[config.mk]
export PLATFORM = sky130hd
export DESIGN_NAME = uart_tty_monitor
export DESIGN_NICKNAME = d
export VERILOG_FILES = /design/src/rtl/uart_tty_monitor.sv
export SDC_FILE = /design/constraint.sdc
export NUM_CORES = 1
export LEC_CHECK = 0
export ABC_CLOCK_PERIOD_IN_PS = 1960
export CORE_MARGIN = 3
export CORE_UTILIZATION = 40
export CTS_CLUSTER_DIAMETER = 30
export DETAILED_ROUTE_END_ITERATION = 10
export DONT_BUFFER_PORTS = 1
export PLACE_DENSITY = 0.59
export SYNTH_ARGS = -nofsm -noshare
export SYNTH_HDL_FRONTEND = slang
export SYNTH_SLANG_ARGS = --single-unit
[constraint.sdc]
create_clock -name clk_i -period 1.96 [get_ports clk_i]
set_clock_uncertainty 0.1 [all_clocks]
set_input_delay 0.196 -clock clk_i [delete_from_list [all_inputs] [get_ports clk_i]]
set_output_delay 0.196 -clock clk_i [all_outputs]
set_load 0.01 [all_outputs]
[src/rtl/uart_tty_monitor.sv]
// UART terminal endpoint: deserializes the SoC TX line into bytes with error flags and
// serializes host bytes onto the SoC RX line. RX and TX run independently.
module uart_tty_monitor #(
    parameter int unsigned CLK_FREQ_HZ = 25000000,
    parameter int unsigned BAUD_RATE   = 115200,
    parameter int unsigned PARITY_MODE = 0
) (
    input  logic       clk_i,
    input  logic       rst_i,
    input  logic       srx_i,
    output logic       stx_o,
    output logic [7:0] rx_data_o,
    output logic       rx_valid_o,
    output logic       rx_parity_err_o,
    output logic       rx_frame_err_o,
    output logic       rx_newline_o,
    input  logic [7:0] tx_data_i,
    input  logic       tx_valid_i,
    output logic       tx_ready_o
);
    localparam int unsigned ClksPerBit = CLK_FREQ_HZ / BAUD_RATE;
    localparam int unsigned CntW       = $clog2(ClksPerBit + 1);
    localparam logic [CntW-1:0] BitLast  = CntW'(ClksPerBit - 1);
    localparam logic [CntW-1:0] HalfLast = CntW'(ClksPerBit / 2 - 1);
    localparam logic [CntW-1:0] CntOne   = CntW'(1);
    localparam bit ParEn  = (PARITY_MODE != 0);
    localparam bit ParOdd = (PARITY_MODE == 2);

    typedef enum logic [2:0] {
        RxIdle, RxStart, RxData, RxParity, RxStop, RxWaitIdle
    } rx_state_e;

    typedef enum logic [2:0] {
        TxIdle, TxStart, TxData, TxParity, TxStop
    } tx_state_e;

    // ---------------- Receiver ----------------
    rx_state_e       rx_state_q;
    logic [1:0]      rx_sync_q;
    logic [CntW-1:0] rx_cnt_q;
    logic [2:0]      rx_bit_q;
    logic [7:0]      rx_shift_q;
    logic            rx_par_bad_q;
    logic [7:0]      rx_data_q;
    logic            rx_valid_q;
    logic            rx_perr_q;
    logic            rx_ferr_q;
    logic            rx_newline_q;
    logic            rx_line;

    assign rx_line = rx_sync_q[1];

    always_ff @(posedge clk_i) begin
        if (rst_i) begin
            rx_state_q   <= RxIdle;
            rx_sync_q    <= 2'b11;
            rx_cnt_q     <= '0;
            rx_bit_q     <= '0;
            rx_shift_q   <= '0;
            rx_par_bad_q <= 1'b0;
            rx_data_q    <= '0;
            rx_valid_q   <= 1'b0;
            rx_perr_q    <= 1'b0;
            rx_ferr_q    <= 1'b0;
            rx_newline_q <= 1'b0;
        end else begin
            rx_sync_q    <= {rx_sync_q[0], srx_i};
            rx_valid_q   <= 1'b0;
            rx_newline_q <= 1'b0;
            unique case (rx_state_q)
                RxIdle: begin
                    rx_par_bad_q <= 1'b0;
                    if (!rx_line) begin
                        rx_state_q <= RxStart;
                        rx_cnt_q   <= '0;
                        rx_bit_q   <= '0;
                    end
                end
                RxStart: begin
                    if (rx_cnt_q == HalfLast) begin
                        rx_cnt_q   <= '0;
                        // A start bit that is high again at mid-bit was a glitch.
                        rx_state_q <= rx_line ? RxIdle : RxData;
                    end else begin
                        rx_cnt_q <= rx_cnt_q + CntOne;
                    end
                end
                RxData: begin
                    if (rx_cnt_q == BitLast) begin
                        rx_cnt_q   <= '0;
                        rx_shift_q <= {rx_line, rx_shift_q[7:1]};
                        rx_bit_q   <= rx_bit_q + 3'd1;
                        if (rx_bit_q == 3'd7) begin
                            rx_state_q <= ParEn ? RxParity : RxStop;
                        end
                    end else begin
                        rx_cnt_q <= rx_cnt_q + CntOne;
                    end
                end
                RxParity: begin
                    if (rx_cnt_q == BitLast) begin
                        rx_cnt_q     <= '0;
                        rx_par_bad_q <= ((^{rx_shift_q, rx_line}) != ParOdd);
                        rx_state_q   <= RxStop;
                    end else begin
                        rx_cnt_q <= rx_cnt_q + CntOne;
                    end
                end
                RxStop: begin
                    if (rx_cnt_q == BitLast) begin
                        rx_cnt_q     <= '0;
                        rx_valid_q   <= 1'b1;
                        rx_data_q    <= rx_shift_q;
                        rx_newline_q <= (rx_shift_q == 8'h0A);
                        rx_perr_q    <= ParEn && rx_par_bad_q;
                        rx_ferr_q    <= !rx_line;
                        rx_state_q   <= rx_line ? RxIdle : RxWaitIdle;
                    end else begin
                        rx_cnt_q <= rx_cnt_q + CntOne;
                    end
                end
                RxWaitIdle: begin
                    if (rx_line) begin
                        rx_state_q <= RxIdle;
                    end
                end
                default: rx_state_q <= RxIdle;
            endcase
        end
    end

    assign rx_data_o       = rx_data_q;
    assign rx_valid_o      = rx_valid_q;
    assign rx_parity_err_o = rx_perr_q;
    assign rx_frame_err_o  = rx_ferr_q;
    assign rx_newline_o    = rx_newline_q;

    // ---------------- Transmitter ----------------
    tx_state_e       tx_state_q;
    logic [CntW-1:0] tx_cnt_q;
    logic [2:0]      tx_bit_q;
    logic [7:0]      tx_shift_q;
    logic            tx_par_q;
    logic            tx_line_q;
    logic            tx_ready_q;

    always_ff @(posedge clk_i) begin
        if (rst_i) begin
            tx_state_q <= TxIdle;
            tx_cnt_q   <= '0;
            tx_bit_q   <= '0;
            tx_shift_q <= '0;
            tx_par_q   <= 1'b0;
            tx_line_q  <= 1'b1;
            tx_ready_q <= 1'b1;
        end else begin
            unique case (tx_state_q)
                TxIdle: begin
                    if (tx_valid_i && tx_ready_q) begin
                        tx_shift_q <= tx_data_i;
                        tx_par_q   <= (^tx_data_i) ^ ParOdd;
                        tx_line_q  <= 1'b0;
                        tx_ready_q <= 1'b0;
                        tx_cnt_q   <= '0;
                        tx_state_q <= TxStart;
                    end
                end
                TxStart: begin
                    if (tx_cnt_q == BitLast) begin
                        tx_cnt_q   <= '0;
                        tx_bit_q   <= '0;
                        tx_line_q  <= tx_shift_q[0];
                        tx_state_q <= TxData;
                    end else begin
                        tx_cnt_q <= tx_cnt_q + CntOne;
                    end
                end
                TxData: begin
                    if (tx_cnt_q == BitLast) begin
                        tx_cnt_q <= '0;
                        if (tx_bit_q == 3'd7) begin
                            tx_line_q  <= ParEn ? tx_par_q : 1'b1;
                            tx_state_q <= ParEn ? TxParity : TxStop;
                        end else begin
                            tx_bit_q   <= tx_bit_q + 3'd1;
                            tx_line_q  <= tx_shift_q[1];
                            tx_shift_q <= {1'b0, tx_shift_q[7:1]};
                        end
                    end else begin
                        tx_cnt_q <= tx_cnt_q + CntOne;
                    end
                end
                TxParity: begin
                    if (tx_cnt_q == BitLast) begin
                        tx_cnt_q   <= '0;
                        tx_line_q  <= 1'b1;
                        tx_state_q <= TxStop;
                    end else begin
                        tx_cnt_q <= tx_cnt_q + CntOne;
                    end
                end
                TxStop: begin
                    if (tx_cnt_q == BitLast) begin
                        tx_cnt_q   <= '0;
                        tx_ready_q <= 1'b1;
                        tx_state_q <= TxIdle;
                    end else begin
                        tx_cnt_q <= tx_cnt_q + CntOne;
                    end
                end
                default: tx_state_q <= TxIdle;
            endcase
        end
    end

    assign stx_o      = tx_line_q;
    assign tx_ready_o = tx_ready_q;

endmodule

==> metrics.md <==
| Metric | Value |
|---|---|
| Maxcap violations | `0` |
| Leak | `1.22 nW` |
| Post-detail-place hpwl | `4360 um` |
| Post-route cell area | `0.00347 mm^2` |
| Antenna Violating Nets Remaining | `0` |
| Drt wl/cell | `14.5 um` |
| Cell area after synthesis | `0.00299 mm^2` |
| IO buf count | `0` |
| Area leader, netlist | `dfxtp_1` |
| Worst-Margin Slew | `0.506 ns` |
| Ports | `26` |
| Peak VDD IR | `0.391 mV` |
| Crit path max fanout | `5` |
| Vias per cell | `5.55` |
| Antenna violations before repair | `0` |
| CTS sink count | `59` |
| Yosys cell types | `60` |
| Crit end category | `register` |
| CP arrival | `2.02 ns` |
| Hold Fails Final Rpt | `0` |
| Filler cell count | `669` |
| Final-report max-slew violation count | `0` |
| Gr ovfl total | `0` |
| Finished Core Util | `49.5%` |
| RePlAce Congestion | `0.845` |
| Core area | `0.00702 mm^2` |
| Fmax | `524 MHz` |
| Most frequent cells in the layout | `dfxtp_1 (57), nor2_1 (32), mux2i_1 (27)` |
| Cells after Synth | `324` |
| Most common cell after layout, fill and taps aside | `dfxtp_1` |
| Starting Density | `42.6%` |
| Ys async rst share | `0%` |
| Width of the die | `92.5 um` |
| Clock Latency Late Sink | `0.33 ns` |
| Pwr/cell area | `732 mW/mm^2` |
| Crit path required time | `2.07 ns` |
| Outcome | `complete, no violations` |
| First-pass GRT wire length | `10800 um` |
| Ant diodes | `0` |
| Min-Delay Path Class | `in2reg` |
| Max Root-Sink Buffers | `2` |
| Total CTS buffers | `9` |
| DR iter-0 viols | `91` |
| Area Overhead vs Synth | `16.2%` |
| Synth warnings | `0` |
| WL final | `6390 um` |
| Clock Pin Slew Worst Setup and Hold Paths | `0.06 ns` |
| Share of layout cells above drive strength 1 | `19.2%` |
| Router iterations before antenna repair | `6` |
| Crit share post-route | `97.3%` |
| Overall routing resource usage | `15.6%` |
| Synth Register Bits | `59` |
| Final hold slack | `0.0263 ns` |
| Die area | `0.00855 mm^2` |
| Count of final setup violators | `0` |
| Top cell type's share of synthesized area | `39.5%` |
| Drc violations | `0` |
| CTS tree | `yes` |
| Die height | `92.5 um` |
| CP Class | `reg2reg` |
| Placed Instance Area | `0.00320 mm^2` |
| RSZ-0062 raised after global routing | `true` |
| CTS root buffer | `clkbuf_8` |
| Setup TNS | `0 ns` |
| FP Rows | `30` |
| Normalized max-slew margin | `65.4%` |
| Via count | `2443` |
| Syn avg cell area | `9.23 um^2` |
| Post-synth EDFFs | `0` |
| Top post-synthesis cells by area | `dfxtp_1 (39%), mux2i_1 (9.0%), nor2_1 (4.0%)` |
| Critical Path Start Type | `register` |
| Largest net degree at the start of global routing | `57` |
| Max H-tree Level | `3` |
| Sequential share of the synthesized area | `39.5%` |
| Synthesized Nets | `344` |
| Vias in the first global route | `2235` |
| Primary FF master, synth | `dfxtp_1` |
| Final min period | `1.91 ns` |
| Final nets | `359` |
==> final timing paths <==
check                                         startpoint                        to  slack, ns  depth (start not counted)
worst max-delay path            tx_bit_q[0]$_SDFFE_PP0P_  tx_bit_q[0]$_SDFFE_PP0P_       0.05                          6
worst min-delay path                          tx_valid_i   tx_ready_o$_SDFFE_PP1P_       0.03                          3
worst max register to register  tx_bit_q[0]$_SDFFE_PP0P_  tx_bit_q[0]$_SDFFE_PP0P_       0.05                          6
worst min register to register   rx_sync_q[0]$_SDFF_PP1_   rx_sync_q[1]$_SDFF_PP1_       0.31                          1
==> what timing repair did <==
item | 4_1_cts | 5_1_grt
endpoints found under the setup margin | 5 | 7
setup buffers | 0 | 0
cloned | 0 | 0
hold endpoints to repair | 59 | 0
gates resized for setup | 2 | 7
hold buffers | 2 | 0
==> power by group <==
| group | internal, mW | switching (mW) |
|---|---|---|
| Combinational | 0.0880 | 0.117 |
| Sequential | 1.23 | 0.0282 |
| Clock | 0.615 | 0.465 |
| Total | 1.93 | 0.610 |
==> worst max-delay path, cell delays in order, from the launching register on <==
cell and delay (ns):
dfxtp_2 0.34, ha_4 0.16, ha_4 0.15, or3b_4 0.37
a2111oi_4 0.39, mux2i_1 0.23, nor2_1 0.05
==> stage by stage <==
stage,cells,worst slack [ns],power (mW)
after floorplan,324,0.0106,1.43
after CTS,440,0.00234,2.58
after global routing,440,-0.0677,2.66
final,440,0.0529,2.54
after global placement,422,0.00343,1.46
after detailed placement,422,-0.0126,1.46
==> Yosys cell counts, types with 7 or more instances <==
master and n:
dfxtp_1 59, nor2_1 32, mux2i_1 27, a21oi_1 23, clkbuf_1 12, nand2_1 11
a311oi_1 10, nor3_1 10, nor4_1 10, inv_1 9, nand3_1 9, o21ai_0 9
ha_1 8, or2_2 7
==> cell families after synthesis <==
logic type / after synthesis / synth area share (%)
other: 1 / 0.125
and+or+nand+nor: 119 / 23.2
xor gates and xnor gates: 6 / 1.76
DFF: 59 / 39.5
AOI/OAI and AO/OA: 73 / 18.0
adders and majority gates: 8 / 3.35
buffers and inverters: 31 / 4.98
muxes: 27 / 9.04
==> flip-flops by register name, summed over array words and instances (netlist names), 8 cells and up <==
name and cells:
rx_cnt_q 8, rx_data_o 8, rx_shift_q 8, tx_cnt_q 8
tx_shift_q 8
==> metal layers <==
metal | vias to the layer above | wire length [um] | global-route usage, %
met4 | 0 | 89 | 4.95
met3 | 6 | 198 | 4.79
li1 | 1228 | - | -
met2 | 45 | 2990 | 23.9
met1 | 1164 | 3110 | 20.8
met5 | - | 0 | 0
==> final cells by class <==
cell class | instances | area [um^2] | area share, %
flip-flops and latches | 59 | 1180 | 34.1
multi-input cells | 234 | 1710 | 49.1
inverters | 9 | 33.8 | 0.973
clock inverters | 5 | 52.6 | 1.51
well taps | 96 | 120 | 3.46
repair buffers | 26 | 235 | 6.77
clock buffers | 11 | 141 | 4.07
Power figures use the tool's default switching activity.
